===== src/rtl/call_stack.sv =====
// call_stack: hardware return-address stack for subroutine call/return.
// Each entry holds a return PC and the ALU flags saved at call time. A pop
// result is registered and presented for one cycle with out_valid, so the
// control unit can reload PC/flags in its following state.
module call_stack #(
  parameter int unsigned DEPTH       = 16,
  parameter int unsigned PC_WIDTH    = 9,
  parameter int unsigned FLAGS_WIDTH = 4
) (
  input  logic                     clk,
  input  logic                     reset,
  input  logic                     in_push_en,
  input  logic                     in_pop_en,
  input  logic [PC_WIDTH-1:0]      in_pc,
  input  logic [FLAGS_WIDTH-1:0]   in_flags,
  input  logic                     in_clear_errors,
  output logic [PC_WIDTH-1:0]      out_pc,
  output logic [FLAGS_WIDTH-1:0]   out_flags,
  output logic                     out_valid,
  output logic                     out_empty,
  output logic                     out_full,
  output logic [$clog2(DEPTH):0]   out_depth,
  output logic                     out_overflow,
  output logic                     out_underflow
);

  localparam int unsigned AW  = $clog2(DEPTH);
  localparam int unsigned SPW = AW + 1;
  localparam int unsigned EW  = PC_WIDTH + FLAGS_WIDTH;

  localparam logic [SPW-1:0] SP_FULL = SPW'(DEPTH);

  // Operation requested this cycle, decoded from the push/pop strobes.
  typedef enum logic [1:0] {
    OP_IDLE = 2'd0,
    OP_PUSH = 2'd1,
    OP_POP  = 2'd2,
    OP_SWAP = 2'd3
  } op_e;

  op_e                    op;

  logic [EW-1:0]          mem_q [DEPTH];

  logic [SPW-1:0]         sp_q, sp_d;
  logic [PC_WIDTH-1:0]    pc_q, pc_d;
  logic [FLAGS_WIDTH-1:0] flags_q, flags_d;
  logic                   valid_q, valid_d;
  logic                   ovf_q, ovf_d;
  logic                   unf_q, unf_d;

  logic                   mem_we;
  logic [AW-1:0]          mem_waddr;
  logic [EW-1:0]          mem_wdata;

  logic                   empty;
  logic                   full;
  logic [AW-1:0]          wr_idx;
  logic [AW-1:0]          top_idx;
  logic [EW-1:0]          top_entry;
  logic [PC_WIDTH-1:0]    top_pc;
  logic [FLAGS_WIDTH-1:0] top_flags;

  assign empty     = (sp_q == '0);
  assign full      = (sp_q == SP_FULL);
  // When sp == DEPTH the low bits wrap to 0, so top_idx still lands on DEPTH-1.
  assign wr_idx    = sp_q[AW-1:0];
  assign top_idx   = sp_q[AW-1:0] - AW'(1);
  assign top_entry = mem_q[top_idx];
  assign top_pc    = top_entry[EW-1:FLAGS_WIDTH];
  assign top_flags = top_entry[FLAGS_WIDTH-1:0];

  // Decode the push/pop strobes into a single operation.
  always_comb begin
    op = OP_IDLE;
    case ({in_pop_en, in_push_en})
      2'b01:   op = OP_PUSH;
      2'b10:   op = OP_POP;
      2'b11:   op = OP_SWAP;
      default: op = OP_IDLE;
    endcase
  end

  // Next-state, storage write and sticky error update for the selected operation.
  always_comb begin
    sp_d      = sp_q;
    pc_d      = pc_q;
    flags_d   = flags_q;
    valid_d   = 1'b0;
    ovf_d     = ovf_q & ~in_clear_errors;
    unf_d     = unf_q & ~in_clear_errors;
    mem_we    = 1'b0;
    mem_waddr = wr_idx;
    mem_wdata = {in_pc, in_flags};

    case (op)
      OP_PUSH: begin
        if (full) begin
          ovf_d = 1'b1;
        end else begin
          mem_we = 1'b1;
          sp_d   = sp_q + SPW'(1);
        end
      end
      OP_POP: begin
        if (empty) begin
          unf_d = 1'b1;
        end else begin
          pc_d    = top_pc;
          flags_d = top_flags;
          sp_d    = sp_q - SPW'(1);
          valid_d = 1'b1;
        end
      end
      OP_SWAP: begin
        valid_d = 1'b1;
        if (empty) begin
          // Nothing stored: the new entry goes straight to the output.
          pc_d    = in_pc;
          flags_d = in_flags;
        end else begin
          // Old top is read out while the new entry replaces it in the same edge.
          pc_d      = top_pc;
          flags_d   = top_flags;
          mem_we    = 1'b1;
          mem_waddr = top_idx;
        end
      end
      default: ;
    endcase
  end

  // Control and output registers, cleared asynchronously.
  always_ff @(posedge clk or posedge reset) begin
    if (reset) begin
      sp_q    <= '0;
      pc_q    <= '0;
      flags_q <= '0;
      valid_q <= 1'b0;
      ovf_q   <= 1'b0;
      unf_q   <= 1'b0;
    end else begin
      sp_q    <= sp_d;
      pc_q    <= pc_d;
      flags_q <= flags_d;
      valid_q <= valid_d;
      ovf_q   <= ovf_d;
      unf_q   <= unf_d;
    end
  end

  // Entry storage; contents are don't-care after reset, so it has no reset.
  always_ff @(posedge clk) begin
    if (mem_we) begin
      mem_q[mem_waddr] <= mem_wdata;
    end
  end

  assign out_pc        = pc_q;
  assign out_flags     = flags_q;
  assign out_valid     = valid_q;
  assign out_empty     = empty;
  assign out_full      = full;
  assign out_depth     = sp_q;
  assign out_overflow  = ovf_q;
  assign out_underflow = unf_q;

endmodule


===== config.mk =====
export PLATFORM = sky130hd
export DESIGN_NAME = call_stack
export DESIGN_NICKNAME = d
export VERILOG_FILES = /design/src/rtl/call_stack.sv
export SDC_FILE = /design/constraint.sdc
export NUM_CORES = 1
export LEC_CHECK = 0
export BUFFER_PORTS_ARGS = -buffer_cell sky130_fd_sc_hd__buf_4
export CAP_MARGIN = 10
export CORE_UTILIZATION = 25
export DETAILED_ROUTE_END_ITERATION = 8
export GPL_TIMING_DRIVEN = 0
export HOLD_SLACK_MARGIN = 0.15
export MAX_ROUTING_LAYER = met4
export PLACE_DENSITY_LB_ADDON = 0.25
export SETUP_SLACK_MARGIN = 0.2
export SLEW_MARGIN = 10
export SYNTH_ARGS = -nofsm -noshare
export SYNTH_HDL_FRONTEND = slang
export SYNTH_SLANG_ARGS = --single-unit

===== constraint.sdc =====
create_clock -name clk -period 4.34 [get_ports clk]
set_input_delay 0.434 -clock clk [delete_from_list [all_inputs] [get_ports clk]]
set_output_delay 0.434 -clock clk [all_outputs]
set_load 0.05 [all_outputs]

Word level (Yosys, flattened, before mapping):

Memory sizes are Yosys's and may differ from the RTL's.
Cells that the tools add are included.

* flip-flop bits (word level): 21
* bits in latches: 0
* RAM bits: 208
* ROM bits: 0
* bits of input ports: 18
* output and inout port bits: 23
* word-level logic and storage cells: 49
* memories kept: 1

Memory list
* mem_q: depth 16, width 13, rd ports 1, clocked after Yosys merged registers in 0, write ports 1, line 43 `logic [EW-1:0] mem_q [DEPTH];`

* $add $sub $neg: 3
* $mul: 0
* divide/modulo/power cells: 0
* magnitude comparators: 0
* eq/ne operators: 9
* shifts and indexed selects: 0
* mux-type cells: 22
* bitwise operators: 3
* reductions and logical operators: 5

Operator list (number)
* two-way mux 9 bit: 2
* one-hot mux 9 bit (2 select lines): 1
* two-way mux 4 bit: 4
* two-way mux 5 bit: 2
* one-hot mux 5 bit (2 select lines): 1
* == test 2 bit, second input constant: 4
* two-way mux 1 bit: 8
* one-hot mux 4 bit (2 select lines): 1
* one-hot mux 2 bit (3 select lines): 1
* adder 5 x 1 -> 5 bit, second input constant: 1
* == test 5 bit, second input constant: 1
* zero test 5 bit: 1
* subtractor 5 x 1 -> 5 bit, second input constant: 1
* == test 2 x 1 -> 1 bit, second input constant: 2
* inequality test 2 bit, second input constant: 2
* one-hot mux 1 bit (2 select lines): 2
* nonzero test 2 bit: 2
* subtractor 4 x 1 -> 4 bit, second input constant: 1
* AND reduction 3 bit: 1
* AND 1 bit: 2
* AND reduction 2 bit: 1
* NOT 1 bit: 1

Longest topological paths before layout:

Gate-level depths: netlist of the first run.

* depth in word-level cells: 6
* mapped depth: 10
* gate-level depth less buffers: 8

Worst setup path after synthesis of the first run:

Ideal clock, no wire load.

* path type: register to register
* start point: register sp_q[0], in the netlist out_depth[0]
* end point: memory mem_q[5][0] (netlist bit), enable pin
* library setup time: 0.382 ns
* data arrival time: 2.909 ns
* data required time: 3.958 ns
* path slack: 1.048 ns
* cell stages (with the launch flop): 11
* path buffers: 2
* period minus slack after synthesis: 3.292 ns
* cells stage by stage: dfrtp_1 -> buf_2 -> inv_1 -> ha_1 -> or4b_1 -> buf_2 -> clkinv_4 -> nor2_4 -> a22o_1 -> nand3b_4 -> nor2_1

* longest elaborated chain between the ends: 5
* elaborated cells between the ends (all ways): 10
* classes of those cells: add/sub (1); eq/ne (1); mux (7); reduce/logical (1)

RTL lines
* start: declaration: line 45 `logic [SPW-1:0] sp_q, sp_d;`
* start signal: assignment: line 143 `sp_q <= sp_d;`
* zero test 5 bit (*): line 64 `assign empty = (sp_q == '0);`
* net out_empty: line 20 `output logic out_empty,`
* two-way mux 1 bit: line 117 `if (empty) begin`
* one-hot mux 1 bit (2 select lines): line 96 `case (op)`
* two-way mux 1 bit: line 154 `if (mem_we) begin`
* two-way mux 1 bit (implied by the code): line 155 `mem_q[mem_waddr] <= mem_wdata;`
* end: declaration: line 43

Mark *: on every way through the listed nets, which the timed path passes. The rest lies on a longest branch.

Final worst setup path of the first run:

* start point: register sp_q[0], in the netlist out_depth[0]
* end point: memory mem_q[11][2] (netlist bit), enable pin

* longest elaborated chain between the ends: 5
* elaborated cells between the ends (all ways): 10
* classes of those cells: add/sub (1); eq/ne (1); mux (7); reduce/logical (1)

RTL lines (line)
* == test 5 bit / zero test 5 bit (equally long branches): 65, 64
* two-way mux 1 bit (on tied branches): 98, 117
* one-hot mux 1 bit (2 select lines): 96
* two-way mux 1 bit: 154
* two-way mux 1 bit (implied by the code): 155

Several ways; a longest one is shown, not always the timed one.

==> results of run 1 <==
==> metal layers <==
layer  track usage (%)  share of wire (%)  up-vias
met4             2.548                1.6        0
met2             19.36                 46      111
li1                  -                  -     2403
met1             17.93                 49     2671
met5                 -                  0        -
met3             2.244                4.2       24
==> power by group <==
group	internal, uW	leakage, uW	switching [uW]
sequential	2720	0.00212	149
clock	1440	0.000444	898
combinational	1200	0.00119	2270
==> final cells by class <==
cell class                      instances  area, um2
Clock buffer                           27      643.1
Clock inverter                         19      269.0
Inverter                               10      42.54
Sequential cell                       229       6771
Buffer                                 30      158.9
Multi-Input combinational cell        310       2261
Fill cell                            3589      24770
Tap cell                              461      576.8
Timing Repair Buffer                   50      422.9
==> worst paths after layout <==
kind / cells after the start / start / end / slack, ns
max reg2reg: 8 / out_depth[0] / mem_q[11][2] / 0.47
min: 2 / reset / out_pc[8] / 0.15
min reg2reg: 2 / out_overflow / out_overflow / 0.54
min in group clk: 1 / in_pc[3] / mem_q[15][7] / 0.23
max in group asynchronous: 2 / reset / out_pc[3] / 3.56
max: 8 / out_depth[0] / mem_q[11][2] / 0.47
==> sequential cells by signal, indices dropped and copies added (netlist names) <==
signal         cells
out_valid          1
mem_q            208
out_underflow      1
out_pc             9
out_flags          4
out_depth          5
out_overflow       1
==> per-stage QoR <==
stage | area, um2 | power [uW] | std cells | TNS [ns]
after detailed placement | 10210 | 6447 | 1089 | 0
after floorplan | 9191 | 5205 | 579 | 0
after global placement | 10070 | 6382 | 1080 | -0.08994
after CTS | 11130 | 8798 | 1136 | 0
after global routing | 11150 | 9150 | 1136 | 0
final | 11150 | 8672 | 1136 | 0
==> worst max-delay path, stage by stage, from the launching register on <==
cell      delay [ns]
dfrtp_1         0.40
buf_2           0.26
inv_1           0.19
ha_1            0.40
buf_2           0.26
nor2_1          0.33
clkbuf_1        0.54
a21oi_1         0.36
nor2_2          0.75
==> synthesized netlist by cell type (all sizes together) (6+ instances only) <==
cell type	n	area share [%]
a311oi	13	1.2
a31oi	14	0.95
a32oi	13	1.2
buf	18	1.2
clkbuf	12	0.49
dfrtp	21	5.7
edfxtp	208	68
inv	9	0.37
mux2i	12	1.3
mux4	27	6.6
nand2	113	4.6
nand3	30	1.7
nor2	21	0.94
o21ai	9	0.49
o22ai	16	1.1
xnor2	6	0.65
==> timing repair <==
item                       CTS  global route
setup endpoints to repair    0             7
hold endpoints to repair     2             0
gates resized for setup      0             1
hold buffers                 1             0
==> kinds of logic (layout without fill, tap and decap cells) <==
logic type               count (synthesis)  in the layout  share of synthesized area [%]
flip-flops                             229            229                          73.67
AND/OR/NAND/NOR                        179            179                          8.440
AO/OA/AOI/OAI                           78             78                          5.949
buffers and inverters                   40            136                          2.192
multiplexers                            39             39                          7.923
XOR/XNOR                                 8              8                         0.9258
adder cells (fa/ha/maj)                  6              6                         0.8985
==> flow_summary.json, run 1 <==
{
  "status": "complete, no violations",
  "grt_max_degree": 22,
  "relSlewSlack_pct": 31.57,
  "rsz0062_at_grt": "false",
  "start_kind": "flip-flop",
  "synthArstFlopShare_pct": 9.170,
  "routedWlPerCell_um": 20.33,
  "drc": 0,
  "cts_buffers": 25,
  "clock_latency_ns": 0.54,
  "synth_nets": 603,
  "fin_ws_ns": 0.4693,
  "hold_viol": 0,
  "grt_overflow": 0,
  "cts_setup_buffers": 0,
  "grt_pass1_vias": 5333,
  "p_leak_uw": 0.003753,
  "cts_tree": "yes",
  "h-tree-depth": 1,
  "crit_path_end_kind": "flip-flop",
  "rows": 69,
  "portBuffers": 40,
  "tightest_slew_ns": 1.025,
  "skew_ns": 0.02056,
  "layout_common_cells": "edfxtp_1 (208), nand2_1 (113), buf_4 (43)",
  "finalCritPeriodShare_pct": 89.19,
  "cts-root-buf": "clkbuf_16",
  "ys.flop_type": "edfxtp_1",
  "whs_ns": 0.1530,
  "final_common_cell": "edfxtp_1",
  "syn_to_final_growth_pct": 21.26,
  "clk_pin_slew_ns": 0.06,
  "place_ws_ns": 0.2390,
  "clock-sinks": 229,
  "die-area_um2": 37540,
  "die_h_um": 193.7,
  "final-setup-viol-count": 0,
  "fp.dieW_um": 193.7,
  "final_util_pct": 31.03,
  "post-route-min-period_ns": 3.871,
  "p_per_area_nw_per_um2": 778.1,
  "avgViaCountPerCell": 4.585,
  "synth.distinct_cells": 41,
  "clockBufferDepth": 3,
  "max-cap-violations": 0,
  "slew_viol_final": 0,
  "syn_area_per_cell_um2": 15.87,
  "ys_seq_area_share_pct": 73.67,
  "ant_nets": 0,
  "worstPathArrival_ns": 4.02,
  "io_pins": 41,
  "cp_max_fo": 13,
  "gp_congestion": 0.7761,
  "start_util_pct": 25.59,
  "grt_first_pass_wirelength_mm": 35.04,
  "antenna_cells": 0,
  "cp.required_ns": 4.49,
  "drive_above_1_share_pct": 23.26,
  "yosys_warnings": 0,
  "peakVddDrop_v": 0.0003966,
  "path_class": "reg -> reg",
  "drt_wl_total_mm": 23.09,
  "dp_hpwl_mm": 15.58,
  "syn-cell-area_um2": 9191,
  "grt_use_total_pct": 12.77,
  "antenna_found_initial": 0,
  "finalNetCount": 680,
  "hp-class": "in -> async",
  "fmax_mhz": 258.3,
  "vias": 5209,
  "synth_edf_count": 208,
  "coreArea_um2": 35910,
  "ys_ff_latch": 229,
  "drtIter0Drc": 418,
  "drt_pass1_iterations": 6,
  "synth_cells": 579
}
Power figures use the tool's default switching activity.
==> inputs of run 2 (changes only) <==
CORE_UTILIZATION = 50   (was 25)
SLEW_MARGIN = 5   (was 10)
clock period = 5 ns   (was 4.34 ns; I/O delays follow)
==> run 2 against run 1 <==
Power fell by 18%. Register-to-register slack better by 0.70 ns. Global-route usage is 11 points higher. Worst setup slack better by 0.70 ns. First-iteration DRC count grew 38%. Clock skew shrank 0.012 ns. Largest power group unchanged.
==> flow_summary.json, run 2 (synthesis gave the netlist of run 1 again) <==
{
  "skew_ns": 0.008404,
  "grt-busiest-layer": "met2",
  "slew_viol_final": 0,
  "tightest_slew_ns": 1.190,
  "cts-root-buf": "clkbuf_16",
  "crit_top_cell": "buf_2",
  "crit_buf_inv": 4,
  "startpoint": "out_depth[0]",
  "dp_hpwl_mm": 13.34,
  "ctsResizeCount": 0,
  "io_pins": 41,
  "timing.rr.start": "out_depth[0]",
  "antenna_found_initial": 0,
  "clock_latency_ns": 0.50,
  "fillers": 1372,
  "post-route-min-period_ns": 3.828,
  "final_util_pct": 58.93,
  "grt_pass1_vias": 5386,
  "syn_to_final_growth_pct": 15.17,
  "grt_first_pass_wirelength_mm": 31.41,
  "drtIter0Drc": 578,
  "routedWlPerCell_um": 23.04,
  "avgViaCountPerCell": 5.992,
  "top_register": "mem_q",
  "max-cap-violations": 0,
  "clk_pin_slew_ns": 0.06,
  "finalNetCount": 674,
  "h-tree-depth": 1,
  "min_from": "in_clear_errors",
  "largest_register_ffs": 208,
  "layout_common_cells": "edfxtp_1 (208), nand2_1 (113), buf_4 (45)",
  "clockBufferDepth": 3,
  "coreArea_um2": 17960,
  "antenna_cells": 0,
  "fp.dieW_um": 137.6,
  "status": "complete, no violations",
  "use_met3_pct": 3.716,
  "ctsHoldBuffers": 0,
  "cpPeakStageDelay_ns": 0.80,
  "hp-class": "in -> reg",
  "drt_pass1_iterations": 6,
  "rows": 49,
  "die-area_um2": 18930,
  "crit_family": "buffers and inverters",
  "final_common_cell": "edfxtp_1",
  "ant_nets": 0,
  "rsz0062_at_grt": "false",
  "clock-sinks": 229,
  "p_per_area_nw_per_um2": 671.5,
  "crit_path_end_kind": "flip-flop",
  "gp_congestion": 0.9067,
  "hold_viol": 0,
  "grt_max_degree": 22,
  "finalSetupTns_ns": 0,
  "cp_max_fo": 13,
  "fmax_mhz": 261.2,
  "peakVddDrop_v": 0.0004651,
  "start_kind": "flip-flop",
  "cp.required_ns": 5.12,
  "gr-usage-met1_pct": 32.40,
  "cts_setup_buffers": 0,
  "start_util_pct": 51.17,
  "grt_use_met2_pct": 37.27,
  "total_power_uw": 7108,
  "cts_tree": "yes",
  "final-setup-viol-count": 0,
  "die_h_um": 137.6,
  "path_class": "reg -> reg",
  "relSlewSlack_pct": 20.34,
  "worstPathArrival_ns": 3.95,
  "vias": 5363,
  "drt_wl_total_mm": 20.63,
  "portBuffers": 40,
  "rrSetupSlack_ns": 1.17,
  "drive_above_1_share_pct": 20.27,
  "drc": 0,
  "finalCritPeriodShare_pct": 76.56,
  "slowest_stage": "nor2_2",
  "cts_buffers": 23,
  "p_leak_uw": 0.003632,
  "path_cells": "buf_2, inv_1, ha_1, buf_2, nor2_1, clkbuf_1, a21oi_1, nor2_2",
  "grt_use_total_pct": 23.85,
  "grt_overflow": 0
}
[run 2: cell types whose count changed in the layout (fill, tap and decap cells not counted), moves of 2 or more]
cell	before	now
buf_4	43	45
buf_8	4	0
bufinv_16	6	3
clkbuf_1	13	18
clkbuf_16	25	23
clkinv_1	3	6
clkinv_2	5	2
clkinv_4	3	1
nor2_1	5	11
nor2_2	14	9
[run 2: path summary, 6_finish.rpt]
path | endpoint | cells past startpoint
max | mem_q[3][11] | 8
min | out_underflow | 2
max reg2reg | mem_q[3][11] | 8
min reg2reg | out_overflow | 2
max in group asynchronous | out_pc[4] | 2
min in group asynchronous | out_depth[1] | 2
[run 2: layout make-up]
class / count / area, um2 / share of cell area (%)
well taps: 229 / 286.5 / 2.707
clock inverters: 12 / 130.1 / 1.229
flip-flops and latches: 229 / 6771 / 63.97
plain buffers: 30 / 158.9 / 1.501
multi-input cells: 310 / 2241 / 21.17
repair buffers: 46 / 356.6 / 3.369
inverters: 10 / 42.54 / 0.4019
clock buffers: 29 / 598.1 / 5.650
[run 2: per-layer routing]
metal / vias up / share of wire [%] / wire, um
met5: - / 0 / 0
met4: 0 / 2.5 / 507
met3: 39 / 6.4 / 1322
met2: 233 / 48 / 9830
met1: 2709 / 43 / 8964
li1: 2382 / - / -
[run 2: report_power, final]
part / switching [uW] / leakage, uW / internal [uW] / total [uW]
clock network: 684 / 0.000350 / 998 / 1680
registers: 118 / 0.00212 / 2360 / 2480
logic: 1930 / 0.00116 / 1020 / 2950
[run 2: metrics by stage]
stage	hold slack, ns	setup WS [ns]	area, um2	cells
finish	0.1999	1.172	10590	895
global route	0.1868	0.9968	10590	895
CTS	0.1899	0.8568	10550	892
detailed placement	0.5357	0.8865	9826	851
global placement	0.5225	0.8644	9778	848
floorplan	0.4765	1.708	9191	579
==> inputs of run 3 (changes only) <==
clock period = 3.8 ns   (was 5 ns; I/O delays follow)
==> run 3 against run 2 <==
Register-to-register slack worse by 0.88 ns. Global-route usage hardly changed. Via count is 0.45% lower. First-iteration DRC count is 1.7% lower. Power is 32% higher. Die area stayed put. Maximum frequency is 9.3% higher. Non-clock buffer count is 1 higher. Combinational power is 34% higher. Sequential share of layout area is 0.68 points lower. Clock skew is 0.0042 ns higher. Critical path type unchanged. Critical endpoint is now mem_q[1][3].
==> flow_summary.json, run 3 (synthesis gave the netlist of run 1 again) <==
{
  "gp_congestion": 0.9067,
  "cts_buffers": 23,
  "coreArea_um2": 17960,
  "skew_ns": 0.01256,
  "cts-root-buf": "clkbuf_16",
  "finalNetCount": 675,
  "grt_first_pass_wirelength_mm": 31.46,
  "vias": 5339,
  "antenna_found_initial": 0,
  "place_ws_ns": -0.3135,
  "fmax_mhz": 285.4,
  "min_to": "mem_q[4][8]",
  "final_common_cell": "edfxtp_1",
  "antenna_cells": 0,
  "clockBufferDepth": 3,
  "fp.dieW_um": 137.6,
  "rsz0062_at_grt": "true",
  "drc": 0,
  "drt_pass1_iterations": 7,
  "path_class": "reg -> reg",
  "cpPeakStageDelay_ns": 0.56,
  "crit_buf_inv": 3,
  "portBuffers": 40,
  "p_leak_uw": 0.003648,
  "relSlewSlack_pct": 32.12,
  "grt_max_degree": 22,
  "cp.required_ns": 3.93,
  "hp-class": "in -> reg",
  "grt_pass1_vias": 5387,
  "clk_pin_slew_ns": 0.06,
  "min_from": "in_pc[4]",
  "cp_max_fo": 13,
  "die_h_um": 137.6,
  "routedWlPerCell_um": 23.05,
  "cp_num_cells": 7,
  "finalSetupTns_ns": 0,
  "max-cap-violations": 0,
  "rrSetupSlack_ns": 0.30,
  "avgViaCountPerCell": 5.959,
  "drtIter0Drc": 568,
  "io_pins": 41,
  "clock_latency_ns": 0.50,
  "rows": 49,
  "fin_ws_ns": 0.2967,
  "layout_common_cells": "edfxtp_1 (208), nand2_1 (113), buf_4 (43)",
  "start_kind": "flip-flop",
  "tightest_slew_ns": 1.018,
  "finalCritPeriodShare_pct": 92.19,
  "multiInputGateArea_um2": 2318,
  "slew_viol_final": 0,
  "slowest_stage": "nor2_4",
  "largest_register_ffs": 208,
  "hold_viol": 0,
  "top_register": "mem_q",
  "crit_path_end_kind": "flip-flop",
  "drt_wl_total_mm": 20.66,
  "status": "complete, no violations",
  "p_per_area_nw_per_um2": 879.6,
  "place_area_um2": 9826,
  "h-tree-depth": 1,
  "final-setup-viol-count": 0,
  "ant_nets": 0,
  "grt_overflow": 0,
  "holdPathStages": 1,
  "final_cell_area_um2": 10700,
  "syn_to_final_growth_pct": 16.40,
  "peakVddDrop_v": 0.0006173,
  "crit_family": "buffers and inverters",
  "fillers": 1355,
  "dp_hpwl_mm": 13.34,
  "grt_use_total_pct": 23.87,
  "rr_endpoint": "mem_q[1][3]",
  "regArea_um2": 6771,
  "post-route-min-period_ns": 3.503,
  "reg2reg_depth": 7,
  "path_cells": "buf_2, inv_1, ha_1, nor2b_1, clkbuf_1, a22oi_1, nor2_4",
  "die-area_um2": 18930,
  "start_util_pct": 51.17,
  "clock-sinks": 229,
  "drive_above_1_share_pct": 21.44,
  "worstPathArrival_ns": 3.63,
  "cts_tree": "yes",
  "timing.rr.start": "out_depth[0]"
}
==> run 3: cell type report <==
cell class / count / share of cell area [%]
multi-input combinational: 310 / 21.67
tap: 229 / 2.678
buffer: 30 / 1.509
clock inverter: 12 / 1.216
sequential: 229 / 63.29
clock buffer: 29 / 5.590
timing repair buffer: 47 / 3.649
inverter: 10 / 0.3976
==> run 3: how the worst max path moves through the flow <==
stage,startpoint,end
after CTS,out_depth[0],mem_q[3][11]
after detailed placement,out_depth[0],mem_q[15][12]
after global placement,out_depth[0],mem_q[7][10]
after floorplan,out_depth[0],mem_q[5][0]
final,out_depth[0],mem_q[1][3]
after global routing,out_depth[0],mem_q[4][10]
==> run 3: power by group <==
part           total [uW]  leakage [uW]  internal [uW]  switching [uW]
sequential           3260       0.00212           3100             156
combinational        3940       0.00118           1370            2580
clock                2210      0.000350           1310             895
==> run 3: timing repair <==
item	in CTS	in global routing
hold buffers	2	0
resized for setup	10	14
setup endpoints to repair	119	139
pin swaps	0	2
endpoints found under the hold margin	23	0
setup buffers	0	2
cloned	0	0
==> run 3: per-stage QoR <==
step / total power [uW] / instances / hold WS (ns) / util, %
finish: 9411 / 896 / 0.2144 / 59.56
global placement: 7056 / 848 / 0.5225 / 54.43
detailed placement: 7161 / 851 / 0.5357 / 54.70
global route: 9867 / 896 / 0.2068 / 59.56
floorplan: 5945 / 579 / 0.3565 / -
CTS: 9385 / 894 / 0.1985 / 59.02
==> run 3: metal layers <==
layer / vias up / wire length [um] / GRT usage, %
li1: 2388 / - / -
met4: 0 / 497 / 7.814
met1: 2719 / 8983 / 32.38
met2: 197 / 9929 / 37.21
met3: 35 / 1244 / 3.753
met5: - / 0 / -
